### config.mk
export PLATFORM = sky130hd
export DESIGN_NAME = debug_trace_display
export DESIGN_NICKNAME = d
export VERILOG_FILES = /design/src/rtl/debug_trace_pkg.sv /design/src/rtl/debug_trace_display_hex_to_seg7.sv /design/src/rtl/debug_trace_display.sv
export SDC_FILE = /design/constraint.sdc
export NUM_CORES = 1
export LEC_CHECK = 0
export BUFFER_PORTS_ARGS = -buffer_cell sky130_fd_sc_hd__buf_2
export CAP_MARGIN = 20
export CORE_MARGIN = 2
export CORE_UTILIZATION = 30
export DETAILED_ROUTE_END_ITERATION = 8
export PLACE_DENSITY = 0.51
export SYNTH_ARGS = -nofsm -noshare
export SYNTH_HDL_FRONTEND = slang
export SYNTH_SLANG_ARGS = --single-unit
### constraint.sdc
create_clock -name clock -period 15.35 [get_ports clock]
set_input_delay 1.535 -clock clock [delete_from_list [all_inputs] [get_ports clock]]
set_output_delay 1.535 -clock clock [all_outputs]
set_load 0.02 [all_outputs]
### src/rtl/debug_trace_pkg.sv
// Shared types and constants for the debug trace display: entry layout,
// FSM states and the active-low hex-to-seven-segment table.
package debug_trace_pkg;

    localparam int unsigned ADDR_W = 12;
    localparam int unsigned WORD_W = 32;
    localparam int unsigned SEG_W  = 7;
    localparam int unsigned DIGITS = 8;

    localparam logic [SEG_W-1:0] SEG_BLANK = 7'h7F;

    // Segment order {g,f,e,d,c,b,a}, a lit segment is 0
    localparam logic [SEG_W-1:0] HEX_SEG [16] = '{
        7'h40, 7'h79, 7'h24, 7'h30, 7'h19, 7'h12, 7'h02, 7'h78,
        7'h00, 7'h10, 7'h08, 7'h03, 7'h46, 7'h21, 7'h06, 7'h0E
    };

    typedef struct packed {
        logic [ADDR_W-1:0] addr;
        logic [WORD_W-1:0] word;
    } trace_entry_t;

    typedef enum logic {
        IDLE = 1'b0,
        SHOW = 1'b1
    } state_t;

endpackage

### src/rtl/debug_trace_display_hex_to_seg7.sv
// Combinational nibble to active-low seven-segment pattern.
module hex_to_seg7
    import debug_trace_pkg::*;
(
    input  logic [3:0]       hex_i,
    output logic [SEG_W-1:0] seg_o
);

    assign seg_o = HEX_SEG[hex_i];

endmodule

### src/rtl/debug_trace_display.sv
// Captures every distinct (addr, word) debug write into a FIFO and shows each
// entry for HOLD_CYCLES clocks. Optional address window: DEBUG_TRACE_ADDR_FILTER_EN.
module debug_trace_display
    import debug_trace_pkg::*;
#(
    parameter int unsigned       DEPTH       = 8,
    parameter int unsigned       HOLD_CYCLES = 20000000,
    parameter logic [ADDR_W-1:0] WIN_LO      = 12'h000,
    parameter logic [ADDR_W-1:0] WIN_HI      = 12'hFFF
) (
    input  logic                   clock,
    input  logic                   ctrl_reset,
    input  logic [ADDR_W-1:0]      debug_addr,
    input  logic [WORD_W-1:0]      debug_word,
    output logic [SEG_W-1:0]       seg1,
    output logic [SEG_W-1:0]       seg2,
    output logic [SEG_W-1:0]       seg3,
    output logic [SEG_W-1:0]       seg4,
    output logic [SEG_W-1:0]       seg5,
    output logic [SEG_W-1:0]       seg6,
    output logic [SEG_W-1:0]       seg7,
    output logic [SEG_W-1:0]       seg8,
    output logic [7:0]             leds,
    output logic [$clog2(DEPTH):0] fifo_count,
    output logic                   overflow
);

    localparam int unsigned PW = $clog2(DEPTH);
    localparam int unsigned CW = PW + 1;
    localparam int unsigned TW = $clog2(HOLD_CYCLES) + 1;
    localparam logic [CW-1:0] FULL_CNT  = CW'(DEPTH);
    localparam logic [TW-1:0] HOLD_LAST = TW'(HOLD_CYCLES - 1);

    trace_entry_t     prev_q;
    logic             prev_valid_q;
    trace_entry_t     mem_q [DEPTH];
    logic [PW-1:0]    wr_ptr_q;
    logic [PW-1:0]    rd_ptr_q;
    logic [CW-1:0]    count_q;
    logic             overflow_q;
    state_t           state_q;
    logic [TW-1:0]    timer_q;
    logic [SEG_W-1:0] seg_q [DIGITS];
    logic [7:0]       leds_q;

    trace_entry_t     cur_c;
    logic             win_ok_c;
    logic             push_c;
    logic             full_c;
    logic             pop_c;
    logic             wr_en_c;
    logic [SEG_W-1:0] seg_dec_c [DIGITS];

    assign cur_c = trace_entry_t'{addr: debug_addr, word: debug_word};

`ifdef DEBUG_TRACE_ADDR_FILTER_EN
    assign win_ok_c = (debug_addr >= WIN_LO) && (debug_addr <= WIN_HI);
`else
    assign win_ok_c = 1'b1;
`endif

    assign push_c  = win_ok_c && (!prev_valid_q || (cur_c != prev_q));
    assign full_c  = (count_q == FULL_CNT);
    // Pop whenever something is queued and nothing is mid-dwell
    assign pop_c   = (count_q != '0) && ((state_q == IDLE) || (timer_q == '0));
    assign wr_en_c = push_c && (!full_c || pop_c);

    for (genvar i = 0; i < DIGITS; i++) begin : g_dec
        hex_to_seg7 u_dec (
            .hex_i (mem_q[rd_ptr_q].word[4*i +: 4]),
            .seg_o (seg_dec_c[i])
        );
    end

    // Change detector, pointers, occupancy and sticky overflow
    always_ff @(posedge clock) begin
        if (ctrl_reset) begin
            prev_q       <= '0;
            prev_valid_q <= 1'b0;
            wr_ptr_q     <= '0;
            rd_ptr_q     <= '0;
            count_q      <= '0;
            overflow_q   <= 1'b0;
        end else begin
            prev_q       <= cur_c;
            prev_valid_q <= 1'b1;
            if (wr_en_c) wr_ptr_q <= wr_ptr_q + PW'(1);
            if (pop_c)   rd_ptr_q <= rd_ptr_q + PW'(1);
            count_q <= count_q + CW'(wr_en_c) - CW'(pop_c);
            if (push_c && full_c && !pop_c) overflow_q <= 1'b1;
        end
    end

    always_ff @(posedge clock) begin
        if (!ctrl_reset && wr_en_c) mem_q[wr_ptr_q] <= cur_c;
    end

    // Dwell FSM; the display registers load straight from the FIFO head on pop
    always_ff @(posedge clock) begin
        if (ctrl_reset) begin
            state_q <= IDLE;
            timer_q <= '0;
            leds_q  <= '0;
            for (int i = 0; i < DIGITS; i++) seg_q[i] <= SEG_BLANK;
        end else begin
            case (state_q)
                IDLE:    if (pop_c) state_q <= SHOW;
                SHOW:    if ((timer_q == '0) && !pop_c) state_q <= IDLE;
                default: state_q <= IDLE;
            endcase
            if (pop_c) begin
                timer_q <= HOLD_LAST;
                leds_q  <= mem_q[rd_ptr_q].addr[7:0];
                for (int i = 0; i < DIGITS; i++) seg_q[i] <= seg_dec_c[i];
            end else if (timer_q != '0) begin
                timer_q <= timer_q - TW'(1);
            end
        end
    end

    assign seg1       = seg_q[0];
    assign seg2       = seg_q[1];
    assign seg3       = seg_q[2];
    assign seg4       = seg_q[3];
    assign seg5       = seg_q[4];
    assign seg6       = seg_q[5];
    assign seg7       = seg_q[6];
    assign seg8       = seg_q[7];
    assign leds       = leds_q;
    assign fifo_count = count_q;
    assign overflow   = overflow_q;

endmodule

* Yosys cells after proc, flatten, opt, wreduce, memory -nomap -nowiden
Memory sizes are Yosys's and may differ from the RTL's. A register that Yosys moved wholly into a read port is not among the register bits. Index checks and enable logic that the tools add are counted.
Storage, ports and cells: flip-flop bits (word level) 91, bits in writable memories 408, bits in read-only memories 896, output and inout bits 69, memories 10
Memories:
- mem_q | words 8, bits a word 44, rd ports 1, clocked after Yosys merged registers in 1, write ports 1, line debug_trace_display.sv:36 | trace_entry_t mem_q [DEPTH];
- (name not given) | words 16, bits a word 7, rd ports 1, clocked after Yosys merged registers in 0, write ports 0, line debug_trace_display_hex_to_seg7.sv:9 | assign seg_o = HEX_SEG[hex_i];
- (name not given) | words 16, bits a word 7, rd ports 1, clocked after Yosys merged registers in 0, write ports 0, line debug_trace_display_hex_to_seg7.sv:9
- (name not given) | words 16, bits a word 7, rd ports 1, clocked after Yosys merged registers in 0, write ports 0, line debug_trace_display_hex_to_seg7.sv:9
- (name not given) | words 16, bits a word 7, rd ports 1, clocked after Yosys merged registers in 0, write ports 0, line debug_trace_display_hex_to_seg7.sv:9
- (name not given) | words 16, bits a word 7, rd ports 1, clocked after Yosys merged registers in 0, write ports 0, line debug_trace_display_hex_to_seg7.sv:9
- 4 more memories
Cells by class: add/sub/neg operators 5, magnitude comparators 8, equal/unequal tests 2, muxes and demuxes 38, bitwise gates (word level) 17, reductions and logical operators 18
Operators with widths (number):
- 2-to-1 mux 7 bit | 24
- 2-to-1 mux 25 bit | 2
- inequality test 44 bit | 1
- greater-or-equal comparator 5 bit (second input constant) | 8
- inverter 4 -> 5 bit | 8
- zero test 26 bit | 1
- nonzero test 26 bit | 1
- subtractor 26 x 1 -> 26 bit (second input constant) | 1
- 2-to-1 mux 1 bit | 9
- bitwise OR 1 bit | 8
- adder 3 x 1 -> 3 bit (second input constant) | 2
- logical AND 1 bit | 6
- 2-to-1 mux 3 bit | 2
- adder 4 x 1 -> 4 bit | 1
- == test 4 bit (second input constant) | 1
- zero test 1 bit | 4
- nonzero test 4 bit | 1
- subtractor 4 x 1 -> 4 bit | 1
- logical OR 1 bit | 3
- one-hot mux 1 bit (2 select lines) | 1
- nonzero test 2 bit | 1
- OR reduction 2 bit | 1
- inverter 1 bit | 1

* Depth between registers and ports, before layout
depth after elaboration 8, depth in mapped cells 14, depth with buffers taken out 13

* Hierarchy
Synthesis repeated with hierarchy kept, for this count alone.
Second synthesis, totals: cells, all modules 1253, area, all modules 20111.8 µm²
Modules (own cells, without submodules):
- debug_trace_display | instances 1, cells each 992, area each 17949.7 µm², seq. area each 13172.6 µm²
- hex_to_seg7 at g_dec[3].u_dec ... | instances 5, cells each 32, area each 275.3 µm², seq. area each 0.0 µm²
- hex_to_seg7 at g_dec[0].u_dec ... | instances 2, cells each 33, area each 269.0 µm², seq. area each 0.0 µm²
- hex_to_seg7 at g_dec[2].u_dec | instances 1, cells each 35, area each 247.7 µm², seq. area each 0.0 µm²

* Worst setup path after synthesis
OpenSTA, ideal clock, no wires.
kind in2reg, start point input debug_word[30], end point memory mem_q[2][0] (netlist name), enable pin, arrival 6.499 ns, data required time 14.798 ns, setup slack 8.299 ns, stages 6, cell sequence nand2b_1 > o2111a_1 > nand4_1 > nor4_2 > nor2_1 > nor4b_1
Between the ends: longest elaborated chain between the ends 6
Ends and longest elaborated chain:
- start: declaration | line debug_trace_display.sv:14 | input logic [WORD_W-1:0] debug_word,
- inequality test 44 bit | line debug_trace_display.sv:62 | assign push_c = win_ok_c && (!prev_valid_q || (cur_c != prev_q));
- logical OR 1 bit | line debug_trace_display.sv:62
- logical AND 1 bit | line debug_trace_display.sv:66 | assign wr_en_c = push_c && (!full_c || pop_c);
- logical AND 1 bit | line debug_trace_display.sv:95 | if (!ctrl_reset && wr_en_c) mem_q[wr_ptr_q] <= cur_c;
- 2-to-1 mux 1 bit | line debug_trace_display.sv:95
- 2-to-1 mux 1 bit (not written as such) | line debug_trace_display.sv:95
- end: declaration | line debug_trace_display.sv:36
No other way between the ends.

==> reports/qor.yml <==
sta:
  setup_tns_ns: 0
  rsz0062_at_grt: "false"
  fin_worst_skew_ns: 0.0393
  fmax_mhz: 208
  tightestPinTransition_ns: 1.10
  setup_viol: 0
  relSlewSlack_pct: 26.1
  slew_violations: 0
  post-route-min-period_ns: 4.81
  finalHoldViolations: 0
  min_period_over_period_pct: 31.4
synthesis:
  synth_edf_count: 376
  synthesis.nets: 1330
  yosys.area.top_type: "edfxtp_1"
  synth_compound_area_share_pct: 5.05
  muxShareOfSynthArea_pct: 12.6
  synth-xor-area-share_pct: 2.79
  ys_warn_count: 0
  synth_top_family_by_area: "multiplexers"
  syn_area_per_cell_sq_um: 16.1
  syn_area_sq_um: 19800
  synth_area_leaders: "edfxtp_1 57%, dfxtp_1 9.5%, mux4_2 9.5%"
  yosysTopAreaCellShare_pct: 57.1
  synth_cells: 1227
  synth_fa_ha_area_share_pct: 3.64
  synth_cell_types: 69
  synthArstFlopShare_pct: 0
  synthSimpleGateAreaFrac_pct: 7.23
  ys.flop_type: "edfxtp_1"
  seq_area_frac_synth_pct: 66.6
  synth-seq-cells: 470
floorplan:
  dieArea_sq_um: 68000
  core_sq_um: 65500
  io_pins: 115
  fp.dieW_um: 261
  rows: 94
  start_util_pct: 30.2
  fp.dieH_um: 261
placed_design:
  io_buffers: 114
  dp.cells: 2177
  dpl.hpwl_um: 28100
  gp_congestion: 0.730
global_route:
  antenna_found_initial: 13
  grt_max_degree: 82
  grt_pass1_wl_um: 68500
  grt_pass1_vias: 10852
  grt_overflow: 0
  grt.total_usage_pct: 13.4
route:
  post-route-drc-count: 0
  drtIter0Drc: 610
  dr_total_vias: 10708
  first_pass_iters: 4
  antenna_left: 0
  wl_per_cell_um: 19.8
  vias_per_cell: 4.69
  routed_wl_um: 45200
clock_network:
  cts.clk_slew.worst_paths_ns: 0.06
  cts_setup_buffers: 0
  cts_made_buffers: 51
  numClockSinks: 470
  cts_buffer_depth: 3
  cts-root-buf: "clkbuf_16"
  ctsHtreeMaxLevel: 2
  cts_tree: "done"
  cts_hold_buf: 0
  cts_resized: 0
  clk_latency_ns: 0.60
run:
  cap_violations: 0
worst_hold_path:
  hold_path_class: "flop to flop"
  hp-start: "rd_ptr_q[1]"
  worstHoldPathCells: 2
critical_path:
  reg2regPathDepth: 8
  cp_max_fo: 32
  cp.required_ns: 15.69
  critical_path_arrival_ns: 5.15
  cp-start-kind: "flop"
  r2r-end: "seg_q[0][17]"
  cp-end-kind: "flop"
  critPathKind: "flop to flop"
  rrSetupSlack_ns: 10.54
power:
  power_mw: 4.34
  ir_drop_mv: 0.0734
  p_per_area_nw_per_um2: 187
  cellLeakagePower_nw: 7.84
final_layout:
  final_nets: 1473
  final_core_utilization_pct: 35.4
  drive_above_1_share_pct: 25.1
  syn_to_final_growth_pct: 17.4
  nFillCells: 6203
  fin_cells: 2281
run_status:
  outcome: "finished clean"
[stage by stage]
step	worst slack [ns]	cell area (sq um)	hold slack [ns]
final	10.54	23200	0.474
after global routing	10.10	23200	0.501
after CTS	10.34	23200	0.479
after detailed placement	10.09	21400	0.470
after global placement	10.17	21400	0.454
after floorplan	8.30	19800	0.454
[per-layer routing]
metal / vias to the layer above / routed length [um] / track usage (%)
met5: - / 80 / 0
met4: 12 / 1020 / 4.35
met3: 67 / 2120 / 2.61
met2: 173 / 21300 / 21.7
met1: 5442 / 20700 / 18.2
li1: 5014 / - / -
[power by group]
group | internal (mW) | switching [mW]
registers | 1.61 | 0.103
clock network | 0.782 | 0.499
logic | 0.536 | 0.809
total | 2.93 | 1.41
[worst max-delay path, cell delays in order (launching register included)]
cell     delay, ns
dfxtp_4       0.62
buf_4         0.65
buf_4         0.70
mux4_2        0.58
mux2i_1       0.65
inv_1         0.26
ha_1          0.31
mux4_2        0.47
or2_2         0.28
[cell families after synthesis]
family,Yosys count
compound gates,145
xor+xnor,63
fa+ha+maj,57
buf+inv,92
flops,470
mux,143
simple gates,257
[area by class of cell]
cell class / count / area [sq um] / share of cell area, %
Sequential cell: 470 / 13200 / 56.8
Multi-Input combinational cell: 665 / 6230 / 26.8
Clock buffer: 68 / 1410 / 6.08
Tap cell: 864 / 1080 / 4.66
Timing Repair Buffer: 143 / 791 / 3.41
Clock inverter: 28 / 364 / 1.57
Inverter: 39 / 146 / 0.631
Antenna cell: 4 / 10.0 / 0.0431
[cells in the final DEF, fill, tap and decap left out, types with 5 or more instances in the layout]
master	instances
dfxtp_1	91
ha_1	56
o211ai_1	20
mux2_2	10
clkbuf_8	5
nand2b_1	18
clkinv_2	11
xnor2_1	11
nor2b_1	53
nand2_1	58
or4_1	5
edfxtp_1	376
nor4_1	8
o22a_1	8
nand3_1	18
mux4_2	83
a211oi_1	11
o21ai_0	29
clkbuf_1	11
clkbuf_16	52
o22ai_1	8
bufinv_16	8
or2_2	9
a21oi_1	36
nor3_1	7
xor2_1	52
inv_1	38
buf_2	113
nand4_1	9
mux2i_1	48
nor2_1	40
buf_4	30
[worst max path at each step]
stage	slack (ns)	depth (start not counted)	to
after floorplan	8.30	6	mem_q[2][0]
after global placement	10.17	11	fifo_count[2]
after detailed placement	10.09	11	fifo_count[2]
after CTS	10.34	8	seg_q[0][17]
after global routing	10.10	8	seg_q[0][17]
final	10.54	8	seg_q[0][17]
[cell usage after synthesis, types with 4 or more instances]
master and number:
edfxtp_1 376, dfxtp_1 94, mux4_2 83, nand2_1 59
ha_1 56, nor2b_1 53, xor2_1 52, mux2i_1 48
nor2_1 41, inv_1 38, a21oi_1 36, o21ai_0 29
clkbuf_1 25, o211ai_1 20, nand2b_1 18, nand3_1 18
buf_2 15, a211oi_1 11, xnor2_1 11, mux2_2 10
nand4_1 9, nor4_1 9, or2_2 9, buf_4 8
o22a_1 8, o22ai_1 8, nor3_1 7, or4_1 5
nor4b_1 4, o211a_1 4, o221ai_1 4
[state kept, by name (all words and copies together) (netlist names), named ones only]
| signal | cells |
|---|---|
| overflow | 1 |
| mem_q | 320 |
| seg_q | 56 |
| rd_ptr_q | 3 |
| prev_valid_q | 1 |
| wr_ptr_q | 3 |
| state_q | 1 |
| timer_q | 26 |
| prev_q | 44 |
| fifo_count | 4 |
| leds | 8 |
Note: power is estimated with default switching activity, not from simulation.
